==> config.mk <==
export PLATFORM = sky130hd
export DESIGN_NAME = fabric_config_loader_flat
export DESIGN_NICKNAME = d
export VERILOG_FILES = /design/src/rtl/fabric_config_loader_if.sv /design/src/rtl/fabric_config_loader.sv /design/src/flat_wrapper.sv
export SDC_FILE = /design/constraint.sdc
export NUM_CORES = 1
export LEC_CHECK = 0
export CORE_MARGIN = 8
export CORE_UTILIZATION = 59
export CTS_CLUSTER_SIZE = 24
export DETAILED_ROUTE_END_ITERATION = 8
export PLACE_DENSITY = 0.81
export SLEW_MARGIN = 20
export SYNTH_ARGS = -nofsm -noshare
export SYNTH_HDL_FRONTEND = slang
export SYNTH_SLANG_ARGS = --single-unit
==> constraint.sdc <==
create_clock -name clk -period 4.02 [get_ports clk]
set_input_delay 0.603 -clock clk [delete_from_list [all_inputs] [get_ports clk]]
set_output_delay 0.603 -clock clk [all_outputs]
set_load 0.05 [all_outputs]
==> src/rtl/fabric_config_loader_if.sv <==
// Config word stream, scan chain ports and status flags for fabric_config_loader.
// master = word source / fabric side, slave = the loader.
interface fabric_config_loader_if #(
    parameter int unsigned WORD_W = 8
);
    logic              cfg_start;
    logic              cfg_verify_en;
    logic [WORD_W-1:0] cfg_data;
    logic              cfg_valid;
    logic              cfg_ready;
    logic              conn_scan_in;
    logic              conn_scan_out;
    logic              conn_scan_en;
    logic              clb_scan_in;
    logic              clb_scan_out;
    logic              clb_scan_en;
    logic              busy;
    logic              done;
    logic              error;
    logic              fabric_en;

    modport master (
        output cfg_start, cfg_verify_en, cfg_data, cfg_valid, conn_scan_out, clb_scan_out,
        input  cfg_ready, conn_scan_in, conn_scan_en, clb_scan_in, clb_scan_en,
        input  busy, done, error, fabric_en
    );

    modport slave (
        input  cfg_start, cfg_verify_en, cfg_data, cfg_valid, conn_scan_out, clb_scan_out,
        output cfg_ready, conn_scan_in, conn_scan_en, clb_scan_in, clb_scan_en,
        output busy, done, error, fabric_en
    );
endinterface

==> src/rtl/fabric_config_loader.sv <==
// Serialises a config word stream into the fabric CONN and CLB scan chains, optionally
// verifies the load by rotating each chain and comparing CRC-16-CCITT signatures.
module fabric_config_loader #(
    parameter int unsigned FPGA_WIDTH     = 2,
    parameter int unsigned CONN_CHAIN_LEN = 64,
    parameter int unsigned CLB_CHAIN_LEN  = 32,
    parameter int unsigned WORD_W         = 8
) (
    input logic                   clk,
    input logic                   rst,
    fabric_config_loader_if.slave bus
);
    localparam int unsigned MAX_LEN =
        (CONN_CHAIN_LEN > CLB_CHAIN_LEN) ? CONN_CHAIN_LEN : CLB_CHAIN_LEN;
    localparam int unsigned CNT_W = $clog2(MAX_LEN + 1);
    localparam int unsigned BL_W  = $clog2(WORD_W + 1);
    localparam logic [CNT_W-1:0] CONN_LEN = CNT_W'(CONN_CHAIN_LEN);
    localparam logic [CNT_W-1:0] CLB_LEN  = CNT_W'(CLB_CHAIN_LEN);
    localparam logic [CNT_W-1:0] WORD_LEN = CNT_W'(WORD_W);

    // Fabric size is informational only; the chain lengths drive all sizing.
    if (FPGA_WIDTH == 0) begin : g_no_tiles
    end

    typedef enum logic [2:0] {
        StIdle, StLoadConn, StLoadClb, StVerifyConn, StVerifyClb, StFin
    } state_e;

    state_e            state_q, state_d;
    logic [WORD_W-1:0] buf_q, buf_d;
    logic [BL_W-1:0]   bits_left_q, bits_left_d;
    logic [CNT_W-1:0]  acc_q, acc_d;
    logic [CNT_W-1:0]  cnt_q, cnt_d;
    logic [15:0]       crc_q, crc_d;
    logic [15:0]       crc_ref_q, crc_ref_d;
    logic              verify_en_q, verify_en_d;
    logic              error_q, error_d;
    logic              fabric_en_q, fabric_en_d;

    logic             is_conn, is_load, is_verify, shifting, scan_bit, last_bit, accept;
    logic [CNT_W-1:0] len, remain, take;
    logic [15:0]      crc_next;

    function automatic logic [15:0] crc16_step(input logic [15:0] crc, input logic b);
        logic fb;
        fb = crc[15] ^ b;
        return {crc[14:0], 1'b0} ^ (fb ? 16'h1021 : 16'h0000);
    endfunction

    always_comb begin
        is_conn   = (state_q == StLoadConn) || (state_q == StVerifyConn);
        is_load   = (state_q == StLoadConn) || (state_q == StLoadClb);
        is_verify = (state_q == StVerifyConn) || (state_q == StVerifyClb);
        len       = is_conn ? CONN_LEN : CLB_LEN;
        remain    = len - acc_q;
        take      = (remain < WORD_LEN) ? remain : WORD_LEN;
        shifting  = (is_load && (bits_left_q != '0)) || is_verify;
        // Verify rotates the chain tail back into its head.
        scan_bit  = is_load ? buf_q[0] : (is_conn ? bus.conn_scan_out : bus.clb_scan_out);
        crc_next  = crc16_step(crc_q, scan_bit);
        last_bit  = shifting && (cnt_q == len - 1'b1);
        accept    = bus.cfg_valid && bus.cfg_ready;
    end

    assign bus.cfg_ready    = is_load && (bits_left_q <= BL_W'(1)) && (acc_q < len);
    assign bus.conn_scan_en = shifting && is_conn;
    assign bus.conn_scan_in = shifting && is_conn && scan_bit;
    assign bus.clb_scan_en  = shifting && !is_conn;
    assign bus.clb_scan_in  = shifting && !is_conn && scan_bit;
    assign bus.busy         = (state_q != StIdle);
    assign bus.done         = (state_q == StFin);
    assign bus.error        = error_q;
    assign bus.fabric_en    = fabric_en_q;

    always_comb begin
        state_d     = state_q;
        buf_d       = buf_q;
        bits_left_d = bits_left_q;
        acc_d       = acc_q;
        cnt_d       = cnt_q;
        crc_d       = crc_q;
        crc_ref_d   = crc_ref_q;
        verify_en_d = verify_en_q;
        error_d     = error_q;
        fabric_en_d = fabric_en_q;
        unique case (state_q)
            StIdle: begin
                if (bus.cfg_start) begin
                    state_d     = StLoadConn;
                    error_d     = 1'b0;
                    fabric_en_d = 1'b0;
                    crc_d       = 16'hFFFF;
                    verify_en_d = bus.cfg_verify_en;
                    bits_left_d = '0;
                    acc_d       = '0;
                    cnt_d       = '0;
                end
            end
            StLoadConn, StLoadClb: begin
                if (shifting) begin
                    buf_d       = buf_q >> 1;
                    bits_left_d = bits_left_q - 1'b1;
                    cnt_d       = cnt_q + 1'b1;
                    crc_d       = crc_next;
                end
                // Accepting while the last bit shifts keeps the stream gapless.
                if (accept) begin
                    buf_d       = bus.cfg_data;
                    bits_left_d = BL_W'(take);
                    acc_d       = acc_q + take;
                end
                if (last_bit) begin
                    cnt_d = '0;
                    acc_d = '0;
                    if (state_q == StLoadConn) begin
                        state_d = StLoadClb;
                    end else begin
                        crc_ref_d = crc_next;
                        crc_d     = 16'hFFFF;
                        if (verify_en_q) begin
                            state_d = StVerifyConn;
                        end else begin
                            state_d     = StFin;
                            fabric_en_d = 1'b1;
                        end
                    end
                end
            end
            StVerifyConn, StVerifyClb: begin
                cnt_d = cnt_q + 1'b1;
                crc_d = crc_next;
                if (last_bit) begin
                    cnt_d = '0;
                    if (state_q == StVerifyConn) begin
                        state_d = StVerifyClb;
                    end else begin
                        state_d = StFin;
                        if (crc_next != crc_ref_q) error_d = 1'b1;
                        else fabric_en_d = 1'b1;
                    end
                end
            end
            StFin:   state_d = StIdle;
            default: state_d = StIdle;
        endcase
    end

    always_ff @(posedge clk or posedge rst) begin
        if (rst) begin
            state_q     <= StIdle;
            buf_q       <= '0;
            bits_left_q <= '0;
            acc_q       <= '0;
            cnt_q       <= '0;
            crc_q       <= 16'hFFFF;
            crc_ref_q   <= '0;
            verify_en_q <= 1'b0;
            error_q     <= 1'b0;
            fabric_en_q <= 1'b0;
        end else begin
            state_q     <= state_d;
            buf_q       <= buf_d;
            bits_left_q <= bits_left_d;
            acc_q       <= acc_d;
            cnt_q       <= cnt_d;
            crc_q       <= crc_d;
            crc_ref_q   <= crc_ref_d;
            verify_en_q <= verify_en_d;
            error_q     <= error_d;
            fabric_en_q <= fabric_en_d;
        end
    end
endmodule
==> src/flat_wrapper.sv <==
// flat-port wrapper written by rule: the top's interface ports become plain ports
module fabric_config_loader_flat 
#(
    parameter int unsigned FPGA_WIDTH     = 2,
    parameter int unsigned CONN_CHAIN_LEN = 64,
    parameter int unsigned CLB_CHAIN_LEN  = 32,
    parameter int unsigned WORD_W         = 8
)
  (clk, rst, bus_cfg_start, bus_cfg_verify_en, bus_cfg_data, bus_cfg_valid, bus_conn_scan_out, bus_clb_scan_out, bus_cfg_ready, bus_conn_scan_in, bus_conn_scan_en, bus_clb_scan_in, bus_clb_scan_en, bus_busy, bus_done, bus_error, bus_fabric_en);
  fabric_config_loader_if #(.WORD_W(WORD_W)) bus_i ();
  input logic clk;
  input logic rst;
  input wire logic [$bits(bus_i.cfg_start)-1:0] bus_cfg_start;
  input wire logic [$bits(bus_i.cfg_verify_en)-1:0] bus_cfg_verify_en;
  input wire logic [$bits(bus_i.cfg_data)-1:0] bus_cfg_data;
  input wire logic [$bits(bus_i.cfg_valid)-1:0] bus_cfg_valid;
  input wire logic [$bits(bus_i.conn_scan_out)-1:0] bus_conn_scan_out;
  input wire logic [$bits(bus_i.clb_scan_out)-1:0] bus_clb_scan_out;
  output wire logic [$bits(bus_i.cfg_ready)-1:0] bus_cfg_ready;
  output wire logic [$bits(bus_i.conn_scan_in)-1:0] bus_conn_scan_in;
  output wire logic [$bits(bus_i.conn_scan_en)-1:0] bus_conn_scan_en;
  output wire logic [$bits(bus_i.clb_scan_in)-1:0] bus_clb_scan_in;
  output wire logic [$bits(bus_i.clb_scan_en)-1:0] bus_clb_scan_en;
  output wire logic [$bits(bus_i.busy)-1:0] bus_busy;
  output wire logic [$bits(bus_i.done)-1:0] bus_done;
  output wire logic [$bits(bus_i.error)-1:0] bus_error;
  output wire logic [$bits(bus_i.fabric_en)-1:0] bus_fabric_en;
  assign bus_i.cfg_start = bus_cfg_start;
  assign bus_i.cfg_verify_en = bus_cfg_verify_en;
  assign bus_i.cfg_data = bus_cfg_data;
  assign bus_i.cfg_valid = bus_cfg_valid;
  assign bus_i.conn_scan_out = bus_conn_scan_out;
  assign bus_i.clb_scan_out = bus_clb_scan_out;
  assign bus_cfg_ready = bus_i.cfg_ready;
  assign bus_conn_scan_in = bus_i.conn_scan_in;
  assign bus_conn_scan_en = bus_i.conn_scan_en;
  assign bus_clb_scan_in = bus_i.clb_scan_in;
  assign bus_clb_scan_en = bus_i.clb_scan_en;
  assign bus_busy = bus_i.busy;
  assign bus_done = bus_i.done;
  assign bus_error = bus_i.error;
  assign bus_fabric_en = bus_i.fabric_en;
  fabric_config_loader #(.FPGA_WIDTH(FPGA_WIDTH), .CONN_CHAIN_LEN(CONN_CHAIN_LEN), .CLB_CHAIN_LEN(CLB_CHAIN_LEN), .WORD_W(WORD_W)) u_core (.clk(clk), .rst(rst), .bus(bus_i));
endmodule
# [Word-level counts from Yosys, hierarchy flattened]
# Cells that the tools add are included.
[word_totals] regBits=64 output_inout_bits=9 word_cells=115
[op_classes] add_sub_neg=5 order_cmp=3 eq_ne=18 muxes=43 bitwise=3 reduce_logical=33
[ops] op="$mux 16" n=4
[ops] op="$mux 7" n=8
[ops] op="$pmux 16 s3" n=1
[ops] op="$pmux 7 s3" n=1
[ops] op="$mux 8" n=2
[ops] op="$ne 16x16->1" n=1
[ops] op="$xor 16x16->16" n=1
[ops] op="$mux 3" n=5
[ops] op="$reduce_and 3->1" n=5
[ops] op="$pmux 7 s2" n=1
[ops] op="$mux 1" n=13
[ops] op="$mux 13" n=1
[ops] op="$mux 4" n=3
[ops] op="$ne 2x2->1 const B" n=5
[ops] op="$logic_and 1x1->1" n=9
[ops] op="$ne 3x1->1 const B" n=3
[ops] op="$pmux 3 s3" n=1
[ops] op="$pmux 4 s2" n=1
[ops] op="$reduce_and 8->1" n=1
[ops] op="$add 7x1->7 const B" n=1
[ops] op="$add 7x7->7" n=1
[ops] op="$eq 7x7->1" n=1
[ops] op="$lt 7x4->1 const B" n=1
[ops] op="$lt 7x7->1" n=1
[ops] op="21 further kinds" n=34

# [Longest topological paths before layout]
# Gate-level depths: netlist (run 1).
[depth] depth_word=12 depth_mapped=16 mapped_depth_nobuf=15

# [Least setup slack after synthesis (run 1)]
# Ideal clock, no wire load.
[synth_path] kind="reg-to-reg" startpoint="register u_core.state_q[0]" endpoint="register u_core.acc_q[6]" setup_time_ns=0.079 arrival_time_ns=3.106 t_required_ns=3.941 setup_slack_ns=0.834 stages_incl_launch_ff=16 path_buffers=1 cell_sequence="dfrtp_1 buf_2 and2b_1 inv_1 ha_1 or4b_2 nand3_1 o211ai_2 a21o_1 ha_1 a21oi_1 nor2b_1 nor3_1 o21ai_0 a21o_1 a21oi_1"
[synth_between] elab_chain_cells=10
[synth_rtl] item="start, declared" line="fabric_config_loader.sv:29" text="state_e state_q, state_d;"
[synth_rtl] item="start signal, assigned" line="fabric_config_loader.sv:150" text="state_q <= StIdle;"
[synth_rtl] item="start signal, assigned" line="fabric_config_loader.sv:161" text="state_q <= state_d;"
[synth_rtl] item="$eq 3x1->1 / $eq 3x2->1 (equally long branches)"
[synth_rtl] item="$logic_or 1x1->1" line="fabric_config_loader.sv:51" text="is_conn = (state_q == StLoadConn) || (state_q == StVerifyConn);"
[synth_rtl] item="$mux 7" line="fabric_config_loader.sv:54" text="len = is_conn ? CONN_LEN : CLB_LEN;"
[synth_rtl] item="$sub 7x7->7" line="fabric_config_loader.sv:55" text="remain = len - acc_q;"
[synth_rtl] item="$lt 7x4->1" line="fabric_config_loader.sv:56" text="take = (remain < WORD_LEN) ? remain : WORD_LEN;"
[synth_rtl] item="$mux 7" line="fabric_config_loader.sv:56"
[synth_rtl] item="$add 7x7->7" line="fabric_config_loader.sv:110" text="acc_d = acc_q + take;"
[synth_rtl] item="$mux 7" line="fabric_config_loader.sv:107" text="if (accept) begin"
[synth_rtl] item="$mux 7" line="fabric_config_loader.sv:112" text="if (last_bit) begin"
[synth_rtl] item="$pmux 7 s2" line="fabric_config_loader.sv:86" text="unique case (state_q)"
[synth_rtl] item="end signal, assigned" line="fabric_config_loader.sv:153" text="acc_q <= '0;"
[synth_rtl] item="end signal, assigned" line="fabric_config_loader.sv:164" text="acc_q <= acc_d;"
[synth_rtl] item="end, declared" line="fabric_config_loader.sv:32" text="logic [CNT_W-1:0] acc_q, acc_d;"
# Several ways; a longest one is shown, not always the timed one. The select of a mux whose other input is x is not followed.
# A chain may end at the register's enable or synchronous reset.

# [Worst setup path in the final report (run 1)]
[layout_path] startpoint="register u_core.state_q[2]" endpoint="output port bus_cfg_ready"
[layout_between] elab_chain_cells=5
[layout_rtl] item="$eq 3x1->1 / $eq 3x2->1 (equally long branches)" line="fabric_config_loader.sv:51, fabric_config_loader.sv:52"
[layout_rtl] item="$logic_or 1x1->1" line="fabric_config_loader.sv:51"
[layout_rtl] item="$mux 7" line="fabric_config_loader.sv:54"
[layout_rtl] item="$lt 7x7->1" line="fabric_config_loader.sv:65" text="assign bus.cfg_ready = is_load && (bits_left_q <= BL_W'(1)) && (acc_q < len);"
[layout_rtl] item="$logic_and 1x1->1 *" line="fabric_config_loader.sv:65"
[layout_rtl] item="end, declared" line="flat_wrapper.sv:19" text="output wire logic [$bits(bus_i.cfg_ready)-1:0] bus_cfg_ready;"
# Every way passes the cells marked *; elsewhere a longest branch is shown, timed or not.

==> results of run 1 <==
placed cells by master, fill, tap and decap left out, types with 9 or more instances in the layout:
cell and n:
a21oi_1 34, clkbuf_8 11, clkdlybuf4s50_1 23, dfrtp_1 48, dfstp_2 16, ha_1 12, inv_1 19, mux2_2 15
mux2i_1 9, nand2_1 29, nand3_1 9, nor2_1 33, o21ai_0 30, xnor2_1 14, xor2_1 11
logic make-up (layout without fill, tap and decap cells):
logic type / after synthesis / after routing / share of synthesized area [%]
buf+inv: 36 / 67 / 4.00
flops: 64 / 64 / 43.6
simple gates: 118 / 118 / 16.4
xor+xnor: 25 / 25 / 5.89
other cells: 1 / 2 / 0.101
mux: 25 / 25 / 7.37
compound gates: 109 / 109 / 18.6
fa+ha+maj: 12 / 12 / 4.04
metal layers:
layer / global-route usage, % / wire [um] / share of wire, % / vias to the layer above
met4: 6.79 / 106 / 1.3 / 0
met3: 4.02 / 430 / 5.3 / 8
met5: 0 / 0 / 0 / -
li1: - / - / - / 1443
met1: 25.0 / 3790 / 47 / 1425
met2: 29.7 / 3760 / 46 / 69
tightest hold or removal path, stage by stage (launching register included):
cell and delay [ns]:
dfstp_2 0.38, nand2_1 0.04, o21ai_0 0.07
power by group:
part | switching [uW] | internal, uW | leakage (uW) | total [uW]
Sequential | 172 | 873 | 0.000805 | 1050
Clock | 255 | 323 | 0.000102 | 579
Combinational | 814 | 556 | 0.000933 | 1370
sequential cells by signal, indices dropped and copies added, names as in the netlist:
name,count
u_core.crc_q,16
u_core.acc_q,7
u_core.crc_ref_q,16
u_core.state_q,3
u_core.bus.fabric_en,1
u_core.bus.error,1
u_core.verify_en_q,1
u_core.bits_left_q,4
u_core.buf_q,8
u_core.cnt_q,7
final timing paths:
check / end / start / depth (start not counted)
max in group asynchronous: u_core.crc_q[12] / rst / 3
min: u_core.crc_q[15] / u_core.crc_q[15] / 2
min reg2reg: u_core.crc_q[15] / u_core.crc_q[15] / 2
max reg2reg: u_core.acc_q[6] / u_core.state_q[2] / 14
min in group asynchronous: u_core.buf_q[2] / rst / 2
max: bus_cfg_ready / u_core.state_q[2] / 7
area by class of cell:
cell class | count | area share (%)
Inverter | 20 | 1.76
Clock inverter | 5 | 1.47
Tap cell | 77 | 2.26
Multi-Input combinational cell | 291 | 46.0
Sequential cell | 64 | 38.1
Clock buffer | 11 | 3.56
Timing Repair Buffer | 31 | 6.82
per-stage QoR:
| stage | power (uW) | hold WS (ns) |
|---|---|---|
| after floorplan | 2060 | 0.465 |
| after global placement | 2360 | 0.475 |
| after detailed placement | 2400 | 0.482 |
| after CTS | 2990 | 0.494 |
| after global routing | 3190 | 0.511 |
| final | 2990 | 0.492 |
timing repair:
action                     4_1_cts  5_1_grt
setup endpoints to repair        0        1
buffers inserted                 0        0
resized for setup                0        1
hold buffers                     0        0
==> results.json, run 1 <==
{
  "die_area_um2": 9100,
  "crit_fanout": 13,
  "wl_mm": 8.09,
  "cts_sinks": 64,
  "initial_utilization_pct": 59.6,
  "synth_top_area_share_pct": 32.3,
  "drc": 0,
  "hold_violations": 0,
  "area_delta_synth_final_pct": 14.4,
  "h-tree-depth": 3,
  "synth_cell_type_count": 62,
  "cts_tree": "yes",
  "dr.first_iter.drc_count": 188,
  "dpl_cell_area_um2": 4040,
  "synth_largest_area_cell": "dfrtp_1",
  "ys_ff_latch": 64,
  "gp_congestion": 0.849,
  "fp.dieW_um": 95.4,
  "ff_latch_area_um2": 1620,
  "peakVddDrop_mv": 0.390,
  "final.period_utilization_pct": 92.3,
  "layout.cells.non_filler": 499,
  "dp_slack_ns": 0.468,
  "cts_buffers": 9,
  "ys.flop_type": "dfrtp_1",
  "endpoint_kind": "output pin",
  "synthTopCellsByCount": "dfrtp_1, a21oi_1, nor2_1, o21ai_0, nand2_1",
  "synth_edf_count": 0,
  "dr.pass1.iters": 4,
  "synthTopCellsByArea": "dfrtp_1, dfstp_2, a21oi_1",
  "track_usage_pct": 18.8,
  "grt_max_degree": 46,
  "setup_viol": 0,
  "path_buf_inv": 2,
  "clk_pin_slew_ns": 0.08,
  "port_buffers": 23,
  "pin_count": 24,
  "fin_nets": 444,
  "grt_overflow": 0,
  "leakage_uw": 0.00184,
  "post-synth-top-count-cell": "dfrtp_1",
  "routedWlPerCell_um": 16.2,
  "fillCellCount": 486,
  "crit_arrival_ns": 3.11,
  "skew_ns": 0.0135,
  "syn_area_um2": 3720,
  "dpl.cell_count": 483,
  "critPathRequiredTime_ns": 3.42,
  "crit_path_top_delay_cell": "clkdlybuf4s50_1",
  "maxSlewViolCount": 0,
  "p_per_area_nw_per_um2": 703,
  "fin_crit_ns": 3.71,
  "grt_pass1_wl_mm": 13.5,
  "final.setup.tns_ns": 0,
  "crit_family": "buffers and inverters",
  "finalWorstSetupSlack_ns": 0.310,
  "die_y_um": 95.4,
  "drtAntennaViolNets": 0,
  "ctsRootBufferMaster": "clkbuf_8",
  "multiInputGateArea_um2": 1960,
  "max_slew.worst_pin.slew_ns": 0.922,
  "hold_class": "reg2reg",
  "cp_cell_sequence": "and2b_1, inv_1, ha_1, nor4bb_2, a221o_1, and3_1, clkdlybuf4s50_1",
  "reg2reg_slack_ns": 0.41,
  "core_area_um2": 6240,
  "cts_buffer_depth": 2,
  "stdcell_area_um2": 4260,
  "ys_seq_area_share_pct": 43.6,
  "diodes": 0,
  "dr_total_vias": 2945,
  "drive_gt1_share_pct": 17.1,
  "cap_violations": 0,
  "synthCells": 390,
  "antenna_found_initial": 0,
  "grt_pass1_vias": 2850,
  "yosysWarningCount": 0,
  "clock.fmax_mhz": 270,
  "viasPerCell": 5.90,
  "hpwlAfterDp_mm": 5.78,
  "num_rows": 29,
  "worstSetupPathType": "reg2out",
  "postSynth.asyncResetShare_pct": 100,
  "slew_headroom_pct": 38.4,
  "final_core_util_pct": 68.2,
  "insertion_delay_ns": 0.34,
  "critPathMaxStageDelay_ns": 0.80,
  "postSynthAreaPerCell_um2": 9.54,
  "status": "finished, final reports clean",
  "rsz0062_at_grt": "no",
  "start_kind": "flop"
}
Note: power is estimated with default switching activity, not from simulation.
==> inputs of run 2 (changes only) <==
Settings changed: CORE_MARGIN 8 to 2.
==> results.json, run 2 (same netlist as run 1, synthesis figures left out) <==
{
  "reg2reg_slack_ns": 0.57,
  "slew_headroom_pct": 41.1,
  "area_delta_synth_final_pct": 14.6,
  "crit_arrival_ns": 3.10,
  "gp_congestion": 0.857,
  "clk_pin_slew_ns": 0.07,
  "hold_depth": 2,
  "grt_max_degree": 43,
  "rr_startpoint": "u_core.state_q[2]",
  "num_rows": 28,
  "p_per_area_nw_per_um2": 716,
  "die_y_um": 83.4,
  "die_area_um2": 6960,
  "antenna_found_initial": 0,
  "setup_viol": 0,
  "pin_count": 24,
  "final_core_util_pct": 71.2,
  "insertion_delay_ns": 0.34,
  "cts_buffer_depth": 2,
  "maxSlewViolCount": 0,
  "layout_common_cells": "dfrtp_1, a21oi_1, nor2_1, o21ai_0, nand2_1",
  "crit_fanout": 4,
  "drc": 0,
  "hpwlAfterDp_mm": 5.75,
  "start_kind": "flop",
  "hold_violations": 0,
  "cts_tree": "yes",
  "peakVddDrop_mv": 0.385,
  "p_int_uw": 1790,
  "fin_crit_ns": 3.71,
  "drive_gt1_share_pct": 16.8,
  "reg_top3": "u_core.crc_q (16), u_core.crc_ref_q (16), u_core.buf_q (8)",
  "initial_utilization_pct": 62.1,
  "grt_overflow": 0,
  "dr.pass1.iters": 4,
  "switchingPower_uw": 1270,
  "leakage_uw": 0.00184,
  "hold_ws_ns": 0.498,
  "hold_class": "reg2reg",
  "worstHoldStart": "u_core.bus.error",
  "final_common_cell": "dfrtp_1",
  "rsz0062_at_grt": "no",
  "routedWlPerCell_um": 16.6,
  "dr_total_vias": 3058,
  "reg2reg_to": "u_core.acc_q[6]",
  "ctsRootBufferMaster": "clkbuf_8",
  "cts_buffers": 9,
  "p_seq_share_pct": 34.1,
  "min_to": "u_core.bus.error",
  "postCtsHoldBufs": 0,
  "endpoint_kind": "output pin",
  "worstSetupPathType": "reg2out",
  "ctsResizeCount": 0,
  "port_buffers": 23,
  "comb_power_share_pct": 45.1,
  "cts_sinks": 64,
  "track_usage_pct": 25.2,
  "final.setup.tns_ns": 0,
  "fin_nets": 444,
  "diodes": 0,
  "grt_pass1_wl_mm": 14.3,
  "viasPerCell": 6.15,
  "drtAntennaViolNets": 0,
  "reg2regPathDepth": 14,
  "status": "finished, final reports clean",
  "switching_share_pct": 41.5,
  "clock.fmax_mhz": 270,
  "dr.first_iter.drc_count": 229,
  "power_frac_clock_pct": 20.8,
  "skew_ns": 0.0104,
  "fp.dieW_um": 83.4,
  "final.period_utilization_pct": 92.2,
  "core_area_um2": 5990,
  "wl_mm": 8.25,
  "post_cts_buffers": 0,
  "max_slew.worst_pin.slew_ns": 0.882,
  "critPathRequiredTime_ns": 3.42,
  "grt_pass1_vias": 3014,
  "cap_violations": 0,
  "h-tree-depth": 3
}
==> run 2: per-layer routing <==
| metal | routed length (um) | vias up | track usage, % |
|---|---|---|---|
| li1 | - | 1449 | - |
| met1 | 3760 | 1485 | 34.5 |
| met2 | 3930 | 113 | 40.3 |
| met3 | 433 | 11 | 4.27 |
| met4 | 126 | 0 | 9.24 |
| met5 | 0 | - | 0 |
==> run 2: worst max-delay path by stage <==
stage / from / to / slack (ns)
CTS: u_core.state_q[2] / bus_cfg_ready / 0.30
global route: u_core.bits_left_q[0] / bus_clb_scan_en / 0.18
finish: u_core.state_q[2] / bus_cfg_ready / 0.31
floorplan: u_core.state_q[0] / u_core.acc_q[6] / 0.83
detailed placement: u_core.state_q[2] / u_core.acc_q[4] / 0.59
global placement: u_core.state_q[2] / u_core.acc_q[6] / 0.71
==> run 2: stage by stage <==
stage                     setup WS, ns  area [um^2]  instances  total power, uW
after CTS                        0.297         4260        497             3040
after global routing             0.182         4260        497             3260
after global placement           0.711         4030        481             2350
after detailed placement         0.588         4030        481             2390
after floorplan                  0.834         3720        391             2060
final                            0.315         4260        497             3050
==> run 2: critical path, stage by stage (launching register included) <==
cell	delay, ns
dfrtp_1	0.38
and2b_1	0.29
inv_1	0.12
ha_1	0.34
nor4bb_1	0.46
a221o_1	0.24
and3_1	0.14
clkdlybuf4s50_1	0.80
==> run 2: power by group through the flow <==
stage	Clock (uW)	Combinational, uW	Sequential, uW
finish	634	1380	1040
CTS	644	1360	1040
global placement	0	1310	1040
detailed placement	0	1350	1050
global route	681	1510	1070
floorplan	0	1070	996
==> run 2: final cells by class <==
class / count / area, um^2
Fill cell: 451 / 1730
Inverter: 20 / 75.1
Sequential cell: 64 / 1620
Tap cell: 75 / 93.8
Multi-Input combinational cell: 291 / 1950
Timing Repair Buffer: 31 / 290
Clock inverter: 6 / 91.3
Clock buffer: 10 / 138
